==> src/rtl/divisor_seq_if.sv <==
// Start/done handshake and hi/lo result bus of the sequential divider.
// The requester drives the operands and the start pulse. The divider returns done, the flags and the results.
interface divisor_seq_if #(
    parameter int WIDTH = 32
);
    logic [WIDTH-1:0] A;
    logic [WIDTH-1:0] B;
    logic             DivIn;
    logic             DivOut;
    logic             Busy;
    logic             DivZero;
    logic [WIDTH-1:0] resultHigh;
    logic [WIDTH-1:0] resultLow;

    modport master (
        output A, B, DivIn,
        input  DivOut, Busy, DivZero, resultHigh, resultLow
    );

    modport slave (
        input  A, B, DivIn,
        output DivOut, Busy, DivZero, resultHigh, resultLow
    );
endinterface

==> src/rtl/divisor_seq.sv <==
// Sequential signed divider: a restoring loop on magnitudes (one quotient bit per cycle), then a sign fix-up.
// Defining DIVISOR_ZERO_TRAP_EN makes a zero divisor finish after one cycle with DivZero set.
module divisor_seq #(
    parameter int WIDTH = 32
) (
    input  logic          clk,
    input  logic          Reset,
    divisor_seq_if.slave  bus
);
    localparam int CNT_W = $clog2(WIDTH + 1);

    typedef enum logic [1:0] {
        IDLE,
        RUN,
        FIX,
        DONE
    } state_t;

    state_t           state;
    logic [CNT_W-1:0] count;
    logic [WIDTH-1:0] divisor;
    logic [WIDTH-1:0] quo;
    logic [WIDTH:0]   rem;
    logic             sign_a;
    logic             sign_b;
    logic             done;
    logic             busy;
    logic [WIDTH-1:0] res_hi;
    logic [WIDTH-1:0] res_lo;
`ifdef DIVISOR_ZERO_TRAP_EN
    logic             div_zero;
    logic             zero_pending;
`endif

    // Magnitudes are unsigned WIDTH bits, so the most negative value maps onto itself.
    logic [WIDTH-1:0] abs_a;
    logic [WIDTH-1:0] abs_b;
    logic [WIDTH:0]   shifted;
    logic             fits;
    logic [WIDTH:0]   rem_next;
    logic [WIDTH-1:0] quo_next;

    assign abs_a = bus.A[WIDTH-1] ? -bus.A : bus.A;
    assign abs_b = bus.B[WIDTH-1] ? -bus.B : bus.B;

    // NOTE: every variable written in always_comb gets a default first; otherwise a latch is inferred.
    always_comb begin
        shifted  = {rem[WIDTH-1:0], quo[WIDTH-1]};
        fits     = 1'b0;
        rem_next = shifted;
        quo_next = {quo[WIDTH-2:0], 1'b0};
        if (shifted >= {1'b0, divisor}) begin
            fits     = 1'b1;
            rem_next = shifted - {1'b0, divisor};
            quo_next = {quo[WIDTH-2:0], 1'b1};
        end
    end

    // NOTE: sequential state uses non-blocking assignments only, so every register samples pre-edge values.
    // NOTE: the datapath registers are reset too, because all outputs and internal state must read zero after an abort.
    always_ff @(posedge clk or posedge Reset) begin
        if (Reset) begin
            state   <= IDLE;
            count   <= '0;
            divisor <= '0;
            quo     <= '0;
            rem     <= '0;
            sign_a  <= 1'b0;
            sign_b  <= 1'b0;
            done    <= 1'b0;
            busy    <= 1'b0;
            res_hi  <= '0;
            res_lo  <= '0;
`ifdef DIVISOR_ZERO_TRAP_EN
            div_zero     <= 1'b0;
            zero_pending <= 1'b0;
`endif
        end else if (bus.DivIn) begin
            // A start in any state silently abandons whatever was in flight.
            divisor <= abs_b;
            quo     <= abs_a;
            rem     <= '0;
            sign_a  <= bus.A[WIDTH-1];
            sign_b  <= bus.B[WIDTH-1];
            count   <= CNT_W'(WIDTH);
            busy    <= 1'b1;
            done    <= 1'b0;
`ifdef DIVISOR_ZERO_TRAP_EN
            div_zero     <= 1'b0;
            zero_pending <= (bus.B == '0);
            state        <= (bus.B == '0) ? FIX : RUN;
`else
            state   <= RUN;
`endif
        end else begin
            case (state)
                IDLE: begin
                    state <= IDLE;
                end
                RUN: begin
                    rem   <= rem_next;
                    quo   <= quo_next;
                    count <= count - CNT_W'(1);
                    if (count == CNT_W'(1)) begin
                        state <= FIX;
                    end
                end
                FIX: begin
                    done  <= 1'b1;
                    state <= DONE;
`ifdef DIVISOR_ZERO_TRAP_EN
                    if (zero_pending) begin
                        div_zero <= 1'b1;
                    end else begin
                        res_lo <= (sign_a ^ sign_b) ? -quo : quo;
                        res_hi <= sign_a ? -rem[WIDTH-1:0] : rem[WIDTH-1:0];
                    end
`else
                    res_lo <= (sign_a ^ sign_b) ? -quo : quo;
                    res_hi <= sign_a ? -rem[WIDTH-1:0] : rem[WIDTH-1:0];
`endif
                end
                DONE: begin
                    done  <= 1'b0;
                    busy  <= 1'b0;
                    state <= IDLE;
`ifdef DIVISOR_ZERO_TRAP_EN
                    div_zero <= 1'b0;
`endif
                end
                default: begin
                    state <= IDLE;
                end
            endcase
        end
    end

    assign bus.DivOut     = done;
    assign bus.Busy       = busy;
    assign bus.resultHigh = res_hi;
    assign bus.resultLow  = res_lo;
`ifdef DIVISOR_ZERO_TRAP_EN
    assign bus.DivZero    = div_zero;
`else
    assign bus.DivZero    = 1'b0;
`endif

    // The done pulse is one cycle wide, it always falls inside Busy, and DivZero only appears alongside it.
    a_done_in_busy : assert property (@(posedge clk) disable iff (Reset) bus.DivOut |-> bus.Busy);
    a_done_pulse   : assert property (@(posedge clk) disable iff (Reset) bus.DivOut |=> !bus.DivOut);
    a_zero_on_done : assert property (@(posedge clk) disable iff (Reset) bus.DivZero |-> bus.DivOut);

endmodule

==> src/flat_wrapper.sv <==
// flat-port wrapper written by rule: the top's interface ports become plain ports
module divisor_seq_flat 
#(
    parameter int WIDTH = 32
)
  (clk, Reset, bus_A, bus_B, bus_DivIn, bus_DivOut, bus_Busy, bus_DivZero, bus_resultHigh, bus_resultLow);
  divisor_seq_if #(.WIDTH(WIDTH)) bus_i ();
  input  logic clk;
  input  logic Reset;
  input wire logic [$bits(bus_i.A)-1:0] bus_A;
  input wire logic [$bits(bus_i.B)-1:0] bus_B;
  input wire logic [$bits(bus_i.DivIn)-1:0] bus_DivIn;
  output wire logic [$bits(bus_i.DivOut)-1:0] bus_DivOut;
  output wire logic [$bits(bus_i.Busy)-1:0] bus_Busy;
  output wire logic [$bits(bus_i.DivZero)-1:0] bus_DivZero;
  output wire logic [$bits(bus_i.resultHigh)-1:0] bus_resultHigh;
  output wire logic [$bits(bus_i.resultLow)-1:0] bus_resultLow;
  assign bus_i.A = bus_A;
  assign bus_i.B = bus_B;
  assign bus_i.DivIn = bus_DivIn;
  assign bus_DivOut = bus_i.DivOut;
  assign bus_Busy = bus_i.Busy;
  assign bus_DivZero = bus_i.DivZero;
  assign bus_resultHigh = bus_i.resultHigh;
  assign bus_resultLow = bus_i.resultLow;
  divisor_seq #(.WIDTH(WIDTH)) u_core (.clk(clk), .Reset(Reset), .bus(bus_i));
endmodule
==> config.mk <==
export PLATFORM = sky130hd
export DESIGN_NAME = divisor_seq_flat
export DESIGN_NICKNAME = d
export VERILOG_FILES = /design/src/rtl/divisor_seq_if.sv /design/src/rtl/divisor_seq.sv /design/src/flat_wrapper.sv
export SDC_FILE = /design/constraint.sdc
export NUM_CORES = 1
export LEC_CHECK = 0
export ABC_AREA = 1
export BUFFER_PORTS_ARGS = -buffer_cell sky130_fd_sc_hd__buf_4
export CAP_MARGIN = 20
export CORE_AREA = 2 2 141 199
export CTS_BUF_LIST = sky130_fd_sc_hd__clkbuf_16
export DETAILED_ROUTE_END_ITERATION = 6
export DIE_AREA = 0 0 143 201
export PLACE_DENSITY = 0.68
export SLEW_MARGIN = 40
export SYNTH_ARGS = -nofsm -noshare
export SYNTH_HDL_FRONTEND = slang
export SYNTH_SLANG_ARGS = --single-unit
==> constraint.sdc <==
create_clock -name clk -period 7.6 [get_ports clk]
set_clock_uncertainty 0.05 [all_clocks]
set_input_delay 1.52 -clock clk [delete_from_list [all_inputs] [get_ports clk]]
set_output_delay 1.52 -clock clk [all_outputs]
set_load 0.005 [all_outputs]
==> results of run 1 <==
## layer usage
| metal | global-route usage [%] | share of wire [%] |
|---|---|---|
| met1 | 29.6 | 36 |
| met5 | 0 | 0 |
| met3 | 3.15 | 2.7 |
| met4 | 19.6 | 7.1 |
| met2 | 57.4 | 55 |
## tightest hold or removal path: stages (launching register included)
cell	delay [ns]
dfrtp_1	0.35
nand2_1	0.05
o21ai_0	0.05
## layout by cell type (no fill, tap or decap), types with 4 or more instances in the layout
cell type	instances
buf_4	139
nand2_2	10
nor4_1	6
inv_2	6
clkbuf_16	17
o22ai_1	14
nand4_1	28
nor2_2	12
nand3_2	7
o21bai_1	9
xnor2_1	16
or2_2	7
inv_8	4
o221ai_1	16
o21ai_0	100
ha_1	41
a31oi_1	10
a21oi_1	35
xor2_1	55
nand3_1	243
nand3b_1	8
o31ai_1	4
inv_1	306
nor3_1	21
o211ai_1	4
and2_1	4
nand2_1	681
dfrtp_1	172
clkinv_1	4
nor2_1	173
## synth_stat cells, drive strengths merged (4+ instances only)
master	n
nand2	693
inv	312
nand3	250
nor2	189
dfrtp	172
o21ai	104
xor2	55
clkbuf	47
ha	41
a21oi	36
nand4	28
nor3	23
buf	17
o221ai	16
xnor2	16
o22ai	14
a31oi	10
o21bai	9
or2	9
nand3b	8
nor4	6
and2	4
clkinv	4
o211ai	4
o31ai	4
## cell type report
class	count	area (um^2)
fill	2744	12000
multi-input combinational	1529	7540
sequential	172	4300
inverter	316	1200
timing repair buffer	140	1050
tap	370	463
clock buffer	17	425
clock inverter	15	149
## power by group
part | internal [mW] | switching (mW)
combinational | 0.537 | 0.797
clock | 0.436 | 0.432
sequential | 1.16 | 0.201
total | 2.14 | 1.43
## state kept, by name, indices dropped and copies added (netlist names)
name / flops
u_core.bus.DivOut: 1
u_core.bus.Busy: 1
u_core.rem: 32
u_core.state: 2
u_core.bus.resultLow: 32
u_core.divisor: 32
u_core.quo: 32
u_core.sign_b: 1
u_core.bus.resultHigh: 32
u_core.sign_a: 1
u_core.count: 6
## cell families (layout without fill, tap and decap cells)
family                   after synthesis  in the layout  share of synthesized area [%]
AND/OR/NAND/NOR                     1211           1211                           39.0
buffers and inverters                380            488                           11.1
AO/OA/AOI/OAI                        204            204                           8.90
flip-flops                           172            172                           32.3
adder cells (fa/ha/maj)               42             42                           4.01
XOR/XNOR                              71             71                           4.67
other                                  1              1                         0.0282
## stage by stage
step           util, %  cell area [um^2]  setup WS, ns  std cells
6_report          55.8             15100          4.44       2559
5_1_grt           55.8             15100          4.21       2559
4_1_cts           55.8             15100          4.34       2559
3_5_place_dp      53.7             14600          3.86       2527
3_3_place_gp      53.7             14600          3.92       2527
2_1_floorplan        -             13300          1.37       2081
## path summary, 6_finish.rpt
path,start,end,slack (ns),cells after the start
max in group asynchronous,Reset,u_core.divisor[11]$_DFFE_PP0P_,5.41,3
hold / removal,u_core.bus.resultHigh[2]$_DFFE_PP0P_,u_core.bus.resultHigh[2]$_DFFE_PP0P_,0.43,2
min in group asynchronous,Reset,u_core.bus.resultLow[16]$_DFFE_PP0P_,1.07,2
setup / recovery,bus_DivIn,u_core.bus.resultHigh[7]$_DFFE_PP0P_,4.44,6
setup reg to reg,u_core.rem[19]$_DFFE_PP0P_,u_core.rem[25]$_DFFE_PP0P_,4.79,15
hold reg to reg,u_core.bus.resultHigh[2]$_DFFE_PP0P_,u_core.bus.resultHigh[2]$_DFFE_PP0P_,0.43,2
==> impl_metrics.tcl, run 1 <==
set metrics [dict create \
    drt_wl_total_mm 41.9 \
    drt_first_pass_iters 7 \
    cts_setup_buffers 0 \
    fin_crit_sh_pct 41.6 \
    power_density_mw_per_mm2 236 \
    drive_above_1_share_pct 10.3 \
    final-setup-viol-count 0 \
    timing.max_cap.violations 0 \
    antenna_found_initial 0 \
    hold_viol 0 \
    cp_cell_sequence "buf_4 -> nor2_4 -> buf_4 -> inv_2 -> buf_4 -> o21ai_0" \
    initial_core_util_pct 49.1 \
    ys_seq_area_share_pct 32.3 \
    fmax_mhz 316 \
    grt_max_degree 111 \
    start_kind "input port" \
    root_buffer "clkbuf_16" \
    syn_to_final_growth_pct 13.8 \
    gr-total-overflow 0 \
    path_class "in2reg" \
    cp_slowest_stage_delay_ns 0.56 \
    ys_top_cells_by_area "dfrtp_1 (32%), nand2_1 (19%), nand3_1 (9.1%), inv_1 (8.7%), nor2_1 (5.0%)" \
    globalplace.congestion 0.947 \
    dieWidth_um 143 \
    fp.dieArea_mm2 0.0287 \
    timing.critical_path.buf_inv 4 \
    grt.total_usage_pct 29.9 \
    yosys_register_bits 172 \
    cpMostUsedCell "buf_4" \
    vias 13398 \
    first_global_vias 13449 \
    grt_pass1_wl_mm 66.6 \
    cts-resized-gates 0 \
    floorplan.core_area_mm2 0.0271 \
    hold_slack_ns 0.435 \
    place_hpwl_mm 33.4 \
    synth_cells 2081 \
    period_minus_slack_ns 3.16 \
    critPathCaptureType "register" \
    relSlewSlack_pct 49.9 \
    synth_cell_type_count 51 \
    p_leak_nw 8.31 \
    postRouteAntennaNets 0 \
    ys_async_sr_fraction_pct 100 \
    crit_family "buffers and inverters" \
    synth.top_cell.area_share_pct 32.3 \
    die_h_um 201 \
    critPathSlowestCell "buf_4" \
    synth_area_mm2 0.0133 \
    drv_slew 0 \
    cts_max_level 4 \
    drt-initial-drc-count 683 \
    clockBufferDepth 2 \
    power_mw 3.57 \
    synth-edff-count 0 \
    avgSynthCellArea_um2 6.39 \
    clock_latency_ns 0.45 \
    diodes 0 \
    cp_max_fo 82 \
    syn_nets 2190 \
    cts_hold_buffers 0 \
    drt-vias-per-instance 5.24 \
    cts_tree "yes" \
    drc 0 \
    synthDominantAreaCellType "dfrtp_1" \
    cts.clk_slew.worst_paths_ns 0.07 \
    worstPathArrival_ns 3.41 \
    tns_ns 0 \
    worstPathRequired_ns 7.85 \
    clkSinkCount 172 \
    ys.flop_type "dfrtp_1" \
    io_buffer_count 132 \
    min-delay-path-class "reg2reg" \
    core.rowCount 72 \
    max-vdd-ir-drop_mv 0.171 \
    pin_count 134 \
    yosys_warnings 0 \
    grt_setup_unrepaired "no" \
    tightest_slew_ns 0.747 \
    wl_per_cell_um 16.4 \
    cts_made_buffers 17 \
    fin_nets 2285 \
    run_status "finished, final reports clean" \
]
Note: power is estimated with default switching activity, not from simulation.
==> run 2, diff against run 1 <==
- PLACE_DENSITY: 0.68 -> 0.7
- clock period: 7.6 -> 2.6 ns (I/O delays scaled with it)
==> run 2 against run 1 <==
First-iteration DRC count grew 15%. Clock power rose to 3.0 times the previous value. Flip-flop and latch count stayed put. Wire length is 4.6% higher. Critical endpoint is now u_core.rem[23]$_DFFE_PP0P_.
==> impl_metrics.tcl, run 2 (synthesized netlist as in run 1, its figures left out) <==
set metrics [dict create \
    cts_setup_buffers 0 \
    power_density_mw_per_mm2 682 \
    path_class "reg2reg" \
    period_minus_slack_ns 2.46 \
    worstPathRequired_ns 2.90 \
    vias 13755 \
    grt_pass1_wl_mm 69.1 \
    initial_core_util_pct 49.1 \
    cts_tree "yes" \
    first_global_vias 13629 \
    cpMostUsedCell "nand2_1" \
    hold_viol 0 \
    cp_max_fo 22 \
    core.rowCount 72 \
    clockBufferDepth 2 \
    syn_to_final_growth_pct 17.3 \
    max-vdd-ir-drop_mv 0.551 \
    startpoint "u_core.rem[2]$_DFFE_PP0P_" \
    grt_setup_unrepaired "no" \
    drv_slew 0 \
    fin_nets 2323 \
    tightest_slew_ns 0.734 \
    relSlewSlack_pct 50.8 \
    gr-total-overflow 0 \
    final_common_cell "nand2_1" \
    drc 0 \
    pin_count 134 \
    drt_first_pass_iters 7 \
    clock_latency_ns 0.46 \
    p_leak_nw 8.56 \
    fmax_mhz 407 \
    final-setup-viol-count 0 \
    run_status "finished, final reports clean" \
    die_h_um 201 \
    wl_per_cell_um 16.9 \
    timing.max_cap.violations 0 \
    critPathSlowestCell "dfrtp_1" \
    postRouteAntennaNets 0 \
    place_inst 2565 \
    io_buffer_count 132 \
    fp.dieArea_mm2 0.0287 \
    grt_max_degree 64 \
    cts.clk_slew.worst_paths_ns 0.08 \
    dieWidth_um 143 \
    most-common-layout-cells "nand2_1 (680), inv_1 (308), nand3_1 (241)" \
    diodes 0 \
    fin_crit_sh_pct 94.5 \
    clkSinkCount 172 \
    min-delay-path-class "in2async" \
    cts_made_buffers 17 \
    drt_wl_total_mm 43.8 \
    drt-initial-drc-count 788 \
    tns_ns 0 \
    cp_cell_sequence "ha_2 -> nand2_1 -> nor2_1 -> nand3_1 -> nor2_1 -> nand2_1 -> nand3_2 -> nor2_8 -> nand2_8 -> buf_12 -> nand2_1 -> nand3_1 -> nand2_1" \
    root_buffer "clkbuf_16" \
    start_kind "register" \
    worstPathArrival_ns 2.76 \
    cts_max_level 4 \
    floorplan.core_area_mm2 0.0271 \
    drive_above_1_share_pct 12.2 \
    grt.total_usage_pct 31.3 \
    r2r-start "u_core.rem[2]$_DFFE_PP0P_" \
    antenna_found_initial 0 \
    r2r_cells 13 \
    place_hpwl_mm 35.0 \
    globalplace.congestion 0.995 \
    instances_no_fill 2597 \
    fin_util_pct 57.6 \
    critPathCaptureType "register" \
    cp_slowest_stage_delay_ns 0.49 \
    drt-vias-per-instance 5.30 \
]
==> run 2: metrics by stage <==
stage	power [mW]	setup WS [ns]	area, um^2	hold slack (ns)
CTS	10.7	0.00409	15500	0.150
floorplan	6.21	-0.167	13300	0.403
global route	11.3	0.00374	15600	0.167
global placement	8.00	-0.115	14900	0.419
detailed placement	8.06	-0.0695	14900	0.421
finish	10.6	0.144	15600	0.138
==> run 2: layout make-up <==
type / instances / area [um^2]
fill: 2744 / 11500
multi-input combinational: 1529 / 7610
sequential: 172 / 4300
timing repair buffer: 178 / 1450
inverter: 316 / 1190
tap: 370 / 463
clock buffer: 17 / 425
clock inverter: 15 / 163
==> run 2: routing by layer <==
layer / vias to the layer above / share of wire [%] / track usage (%)
li1: 6868 / - / -
met1: 6344 / 35 / 31.8
met2: 387 / 52 / 57.3
met3: 156 / 3.7 / 3.65
met4: 0 / 8.6 / 23.9
met5: - / 0 / 0
==> run 2: path summary, 6_finish.rpt <==
kind / to / slack, ns
min in group clk: u_core.bus.DivOut$_DFFE_PP0P_ / 0.24
setup reg to reg: u_core.rem[23]$_DFFE_PP0P_ / 0.14
max in group asynchronous: u_core.quo[31]$_DFFE_PP0P_ / 2.01
hold reg to reg: u_core.bus.resultHigh[25]$_DFFE_PP0P_ / 0.43
setup / recovery: u_core.rem[23]$_DFFE_PP0P_ / 0.14
hold / removal: u_core.bus.resultHigh[5]$_DFFE_PP0P_ / 0.14
==> run 2: power by group <==
group          internal (mW)  switching [mW]
sequential              3.40           0.556
clock                   1.35            1.24
combinational           1.68            2.42
==> run 2: repair_timing <==
item                                    in CTS  in global routing
resized for setup                            2                 10
pin swaps                                    0                  0
hold buffers                                 0                  0
endpoints found under the setup margin       3                 33
==> run 2: critical path, delay by kind of cell, from the launching register on <==
| family | cells | cell delay [ns] |
|---|---|---|
| buffers and inverters | 1 | 0.17 |
| and+or+nand+nor | 11 | 1.19 |
| DFF | 1 | 0.49 |
| adders and majority gates | 1 | 0.44 |
